**config.mk**
```make
export PLATFORM = sky130hd
export DESIGN_NAME = mc_ctrl
export DESIGN_NICKNAME = d
export VERILOG_FILES = /design/src/rtl/mc_ctrl.sv
export SDC_FILE = /design/constraint.sdc
export NUM_CORES = 1
export LEC_CHECK = 0
export BUFFER_PORTS_ARGS = -buffer_cell sky130_fd_sc_hd__buf_2
export CAP_MARGIN = 10
export CORE_MARGIN = 3
export CORE_UTILIZATION = 25
export CTS_CLUSTER_SIZE = 40
export DETAILED_ROUTE_END_ITERATION = 16
export SYNTH_ARGS = -nofsm -noshare
export SYNTH_HDL_FRONTEND = slang
export SYNTH_SLANG_ARGS = --single-unit
```
**constraint.sdc**
```tcl
create_clock -name clk -period 5.5 [get_ports clk]
set_input_delay 0.825 -clock clk [delete_from_list [all_inputs] [get_ports clk]]
set_output_delay 0.825 -clock clk [all_outputs]
set_load 0.1 [all_outputs]
```
**src/rtl/mc_ctrl.sv**
```systemverilog
// Main control FSM for the multicycle MIPS core: steps each instruction through
// IF/ID/EX/MEM/WB, drives datapath enables/selects and counts retired instructions.
module mc_ctrl #(
  parameter int unsigned CNT_W = 32
) (
  input  logic             clk,
  input  logic             reset,
  input  logic [5:0]       opcode,
  input  logic [5:0]       funct,
  input  logic             mem_ready,
  output logic             ir_we,
  output logic             pc_we,
  output logic [2:0]       npc_sel,
  output logic             reg_we,
  output logic [1:0]       reg_dst,
  output logic [1:0]       wd_sel,
  output logic             alu_src,
  output logic [2:0]       alu_op,
  output logic             ext_op,
  output logic             mem_re,
  output logic             mem_we,
  output logic [2:0]       state,
  output logic             instr_done,
  output logic [CNT_W-1:0] instret
);

  typedef enum logic [2:0] {
    StIf  = 3'd0,
    StId  = 3'd1,
    StEx  = 3'd2,
    StMem = 3'd3,
    StWb  = 3'd4
  } state_e;

  state_e           state_q, state_d;
  logic [CNT_W-1:0] instret_q;

  logic is_r, is_sub, is_jr, is_ori, is_lui, is_lw, is_sw, is_beq, is_j, is_jal, is_nop;
  logic ir_we_raw, pc_we_raw, reg_we_raw, mem_re_raw, mem_we_raw;

  always_comb begin
    is_sub = (opcode == 6'h00) && (funct == 6'h22);
    is_r   = ((opcode == 6'h00) && (funct == 6'h20)) || is_sub;
    is_jr  = (opcode == 6'h00) && (funct == 6'h08);
    is_ori = (opcode == 6'h0d);
    is_lui = (opcode == 6'h0f);
    is_lw  = (opcode == 6'h23);
    is_sw  = (opcode == 6'h2b);
    is_beq = (opcode == 6'h04);
    is_j   = (opcode == 6'h02);
    is_jal = (opcode == 6'h03);
    is_nop = !(is_r || is_jr || is_ori || is_lui || is_lw || is_sw || is_beq || is_j || is_jal);
  end

  always_comb begin
    state_d    = state_q;
    ir_we_raw  = 1'b0;
    pc_we_raw  = 1'b0;
    reg_we_raw = 1'b0;
    mem_re_raw = 1'b0;
    mem_we_raw = 1'b0;
    npc_sel    = 3'b000;
    reg_dst    = 2'b00;
    wd_sel     = 2'b00;
    alu_src    = 1'b0;
    alu_op     = 3'b000;
    ext_op     = 1'b0;
    case (state_q)
      StIf: begin
        ir_we_raw = 1'b1;
        state_d   = StId;
      end
      StId: begin
        if (is_j || is_jal) begin
          pc_we_raw = 1'b1;
          npc_sel   = 3'b001;
          state_d   = StIf;
          if (is_jal) begin
            reg_we_raw = 1'b1;
            reg_dst    = 2'b10;
            wd_sel     = 2'b10;
          end
        end else if (is_jr) begin
          pc_we_raw = 1'b1;
          npc_sel   = 3'b010;
          state_d   = StIf;
        end else if (is_nop) begin
          pc_we_raw = 1'b1;
          state_d   = StIf;
        end else begin
          state_d = StEx;
        end
      end
      StEx: begin
        state_d = StIf;
        if (is_r) begin
          alu_op  = is_sub ? 3'b001 : 3'b000;
          state_d = StWb;
        end else if (is_ori) begin
          alu_src = 1'b1;
          alu_op  = 3'b010;
          state_d = StWb;
        end else if (is_lui) begin
          alu_src = 1'b1;
          alu_op  = 3'b011;
          state_d = StWb;
        end else if (is_lw || is_sw) begin
          alu_src = 1'b1;
          ext_op  = 1'b1;
          state_d = StMem;
        end else if (is_beq) begin
          // Taken/not-taken is resolved by the next-PC unit from the zero flag.
          alu_op    = 3'b001;
          pc_we_raw = 1'b1;
          npc_sel   = 3'b011;
        end
      end
      StMem: begin
        // Keep the address computation stable for the whole handshake.
        alu_src = 1'b1;
        ext_op  = 1'b1;
        state_d = StIf;
        if (is_lw) begin
          mem_re_raw = 1'b1;
          state_d    = mem_ready ? StWb : StMem;
        end else if (is_sw) begin
          mem_we_raw = 1'b1;
          pc_we_raw  = mem_ready;
          state_d    = mem_ready ? StIf : StMem;
        end
      end
      StWb: begin
        reg_we_raw = 1'b1;
        pc_we_raw  = 1'b1;
        reg_dst    = is_r ? 2'b01 : 2'b00;
        wd_sel     = is_lw ? 2'b01 : 2'b00;
        state_d    = StIf;
      end
      default: state_d = StIf;
    endcase
  end

  // Reset masks every enable so an interrupted instruction leaves no side effect.
  always_comb begin
    ir_we      = ir_we_raw & ~reset;
    pc_we      = pc_we_raw & ~reset;
    reg_we     = reg_we_raw & ~reset;
    mem_re     = mem_re_raw & ~reset;
    mem_we     = mem_we_raw & ~reset;
    instr_done = pc_we;
    state      = state_q;
    instret    = instret_q;
  end

  always_ff @(posedge clk or posedge reset) begin
    if (reset) begin
      state_q   <= StIf;
      instret_q <= '0;
    end else begin
      state_q <= state_d;
      if (pc_we) instret_q <= instret_q + CNT_W'(1);
    end
  end

endmodule
```
==> metrics.md <==
| Metric | Value |
|---|---|
| Critical Path Max Stage Delay | 410 ps |
| Max Clk Rate | 286 MHz |
| Yosys reg bits | 35 |
| Top cell by count, worst path | buf_2 |
| # rows | 32 |
| Root buffer cell | clkbuf_8 |
| Post-CTS Resized | 0 |
| Crit-path cells | buf_2 -> nor3_1 -> nand2_1 -> o211a_1 -> a21oi_2 -> buf_4 -> nor2_2 -> buf_2 |
| Worst Path Required | around 4700 ps |
| Buffer and inverter count on the worst path | 3 |
| DR vias/cell | 4.79 |
| Hold-fix buffers, CTS | 0 |
| Clock Skew | around 10 ps |
| CP Capture Type | output port |
| Crit path time final | 3490 ps |
| Initial Utilization | 0.262 |
| Core Region | 7850 sq um |
| H-tree levels | 2 |
| Setup violators final | 0 |
| Crit Path Max Fanout | 20 |
| Synth-to-layout area growth | 23.3% |
| Largest net degree at the start of global routing | 38 |
| Pin slew with the least headroom to its limit | 634 ps |
| Setup TNS | 0 ps |
| Die W | 96.7 um |
| Worst setup margin | 2010 ps |
| Final number of hold-violating endpoints | 0 |
| First-pass GRT wire length | 8610 um |
| Slowest-stage cell, CP | nor3_1 |
| HP Class | reg -> reg |
| Leakage | 0.00132 uW |
| Number of flops mapped to enable cells by yosys | 0 |
| Crit-path leading delay family | buffers and inverters |
| Design area | 2540 sq um |
| Post-DP Area | 2450 sq um |
| Setup crit start kind | input pin |
| Die area | just over 9000 sq um |
| Count of cell types in the netlist | 45 |
| DP Worst Slack | ~2000 ps |
| Tot GR Track Use | 0.110 |
| Num CTS Buffers | 5 |
| Routed len/inst | ~14 um |
| Power Total | 906 uW |
| Final ANT Viol Nets | 0 |
| Worst skew pair latency | 290 ps |
| Most common cell after layout, fill and taps aside | buf_2 |
| Status | finished clean |
| Tcrit/Tclk final | 0.635 |
| Sequential area share after synthesis | 0.426 |
| Vias in the first global route | 1745 |
| Most frequent cells in the layout | buf_2 (65), dfrtp_1 (35), xor2_1 (19), nand4_1 (17), nor2_1 (16) |
| DRT Pass-1 Iters | 4 |
| Overflow after GRT | 0 |
| Final #Nets | 289 |
| Synth Instances | between 200 and 250 |
| Clock slew at reported path FFs | roughly 60 ps |
| Mapped cell area | 2060 sq um |
| Max-cap violations | 0 |
| Initial DRC count | 58 |
| Yosys warns | 0 |
| GPL Wtd Cong | between 0.8 and 0.9 |
| Initial antenna violation count | 0 |
| CTS tree | built |
| Max Slew Vio Count | 0 |
| Crit path kind | in -> out |
| # port buffers | 65 |
| Setup Fix Bufs, Post-CTS | 0 |
| I/O Pins | 68 |
| Worst slew margin | 0.576 |
| RSZ-0062 raised after global routing | no |
| Share of post-route cells with drive strength above 1 | 0.319 |
| Peak supply drop | 0.395 mV |
| CTS Buffer Depth | 2 |
| Async S/R FF share, synth | 1.00 |
| Vias post-DR | 1795 |
| Syn_area_per_cell | 9.80 sq um |
| Diodes inserted | 0 |
| HPWL Detailed | 3870 um |
| Arr. time, crit path | 2670 ps |
| Primary FF master, synth | dfrtp_1 |
| Flop-to-flop setup slack | 3260 ps |
| Die height | slightly below 100 um |
| Residual DRC | 0 |
| Clock sink count | 35 |
| Pwr/cell area | 357 nW/um^2 |
| Post-Route WL | 5240 um |
| Finished Core Util | 0.323 |
==> final timing paths <==
| path | cells past startpoint | startpoint | endpoint |
|---|---|---|---|
| min reg2reg | 1 | instret[31] | instret[31] |
| max | 8 | opcode[3] | instr_done |
| max in group asynchronous | 3 | reset | instret[5] |
| min in group asynchronous | 3 | reset | state[2] |
| min | 1 | instret[31] | instret[31] |
| max reg2reg | 7 | state[0] | instret[1] |
==> synthesized netlist by cell type (all sizes together) (4+ instances only) <==
master   n  share of area
dfrtp   35           0.43
xor2    19          0.081
nand4   18          0.062
nor2    18          0.035
nand2   12          0.022
nand3   12          0.029
nor3    12          0.029
xnor2   12          0.051
buf     10          0.035
and3     9          0.027
nor4     9          0.038
a21oi    5          0.014
inv      5         0.0091
a31oi    4          0.012
==> state kept, by name, indices dropped and copies added, names as in the netlist <==
name     flops
state        3
instret     32
==> layout make-up <==
cell class	instances	area [sq um]
well taps	102	128
multi-input cells	159	1090
inverters	5	18.8
flip-flops and latches	35	876
clock buffers	6	82.6
clock inverters	1	5.00
repair buffers	67	340
fillers	851	5310
==> where the power goes <==
part / total [uW] / switching (uW) / internal [uW]
Sequential: 318 / 38.5 / 279
Combinational: 398 / 329 / 69.0
Clock: 190 / 91.7 / 98.2
==> cell families (layout without fill, tap and decap cells) <==
| kind of cell | after synthesis | in the layout | synth area share |
|---|---|---|---|
| multiplexers | 1 | 1 | 0.00547 |
| AO/OA/AOI/OAI | 19 | 19 | 0.0785 |
| adder cells (fa/ha/maj) | 1 | 1 | 0.00608 |
| buffers and inverters | 17 | 79 | 0.0481 |
| flip-flops | 35 | 35 | 0.426 |
| other | 1 | 2 | 0.00182 |
| AND/OR/NAND/NOR | 105 | 105 | 0.302 |
| XOR/XNOR | 31 | 31 | 0.132 |
==> stage by stage <==
stage                     std cells  hold slack, ps
after floorplan                 211            1000
after global placement          368             473
after detailed placement        368             457
after CTS                       375             476
after global routing            375             497
final                           375             474
==> layer usage <==
layer,track usage,up-vias,share of wire,wire length [um]
met2,0.173,43,0.46,2410
met3,0.0382,2,0.057,297
met1,0.148,869,0.48,2510
li1,-,881,-,-
met4,0.0194,0,0.0036,19
met5,0,-,0,0
Power figures use the tool's default switching activity.
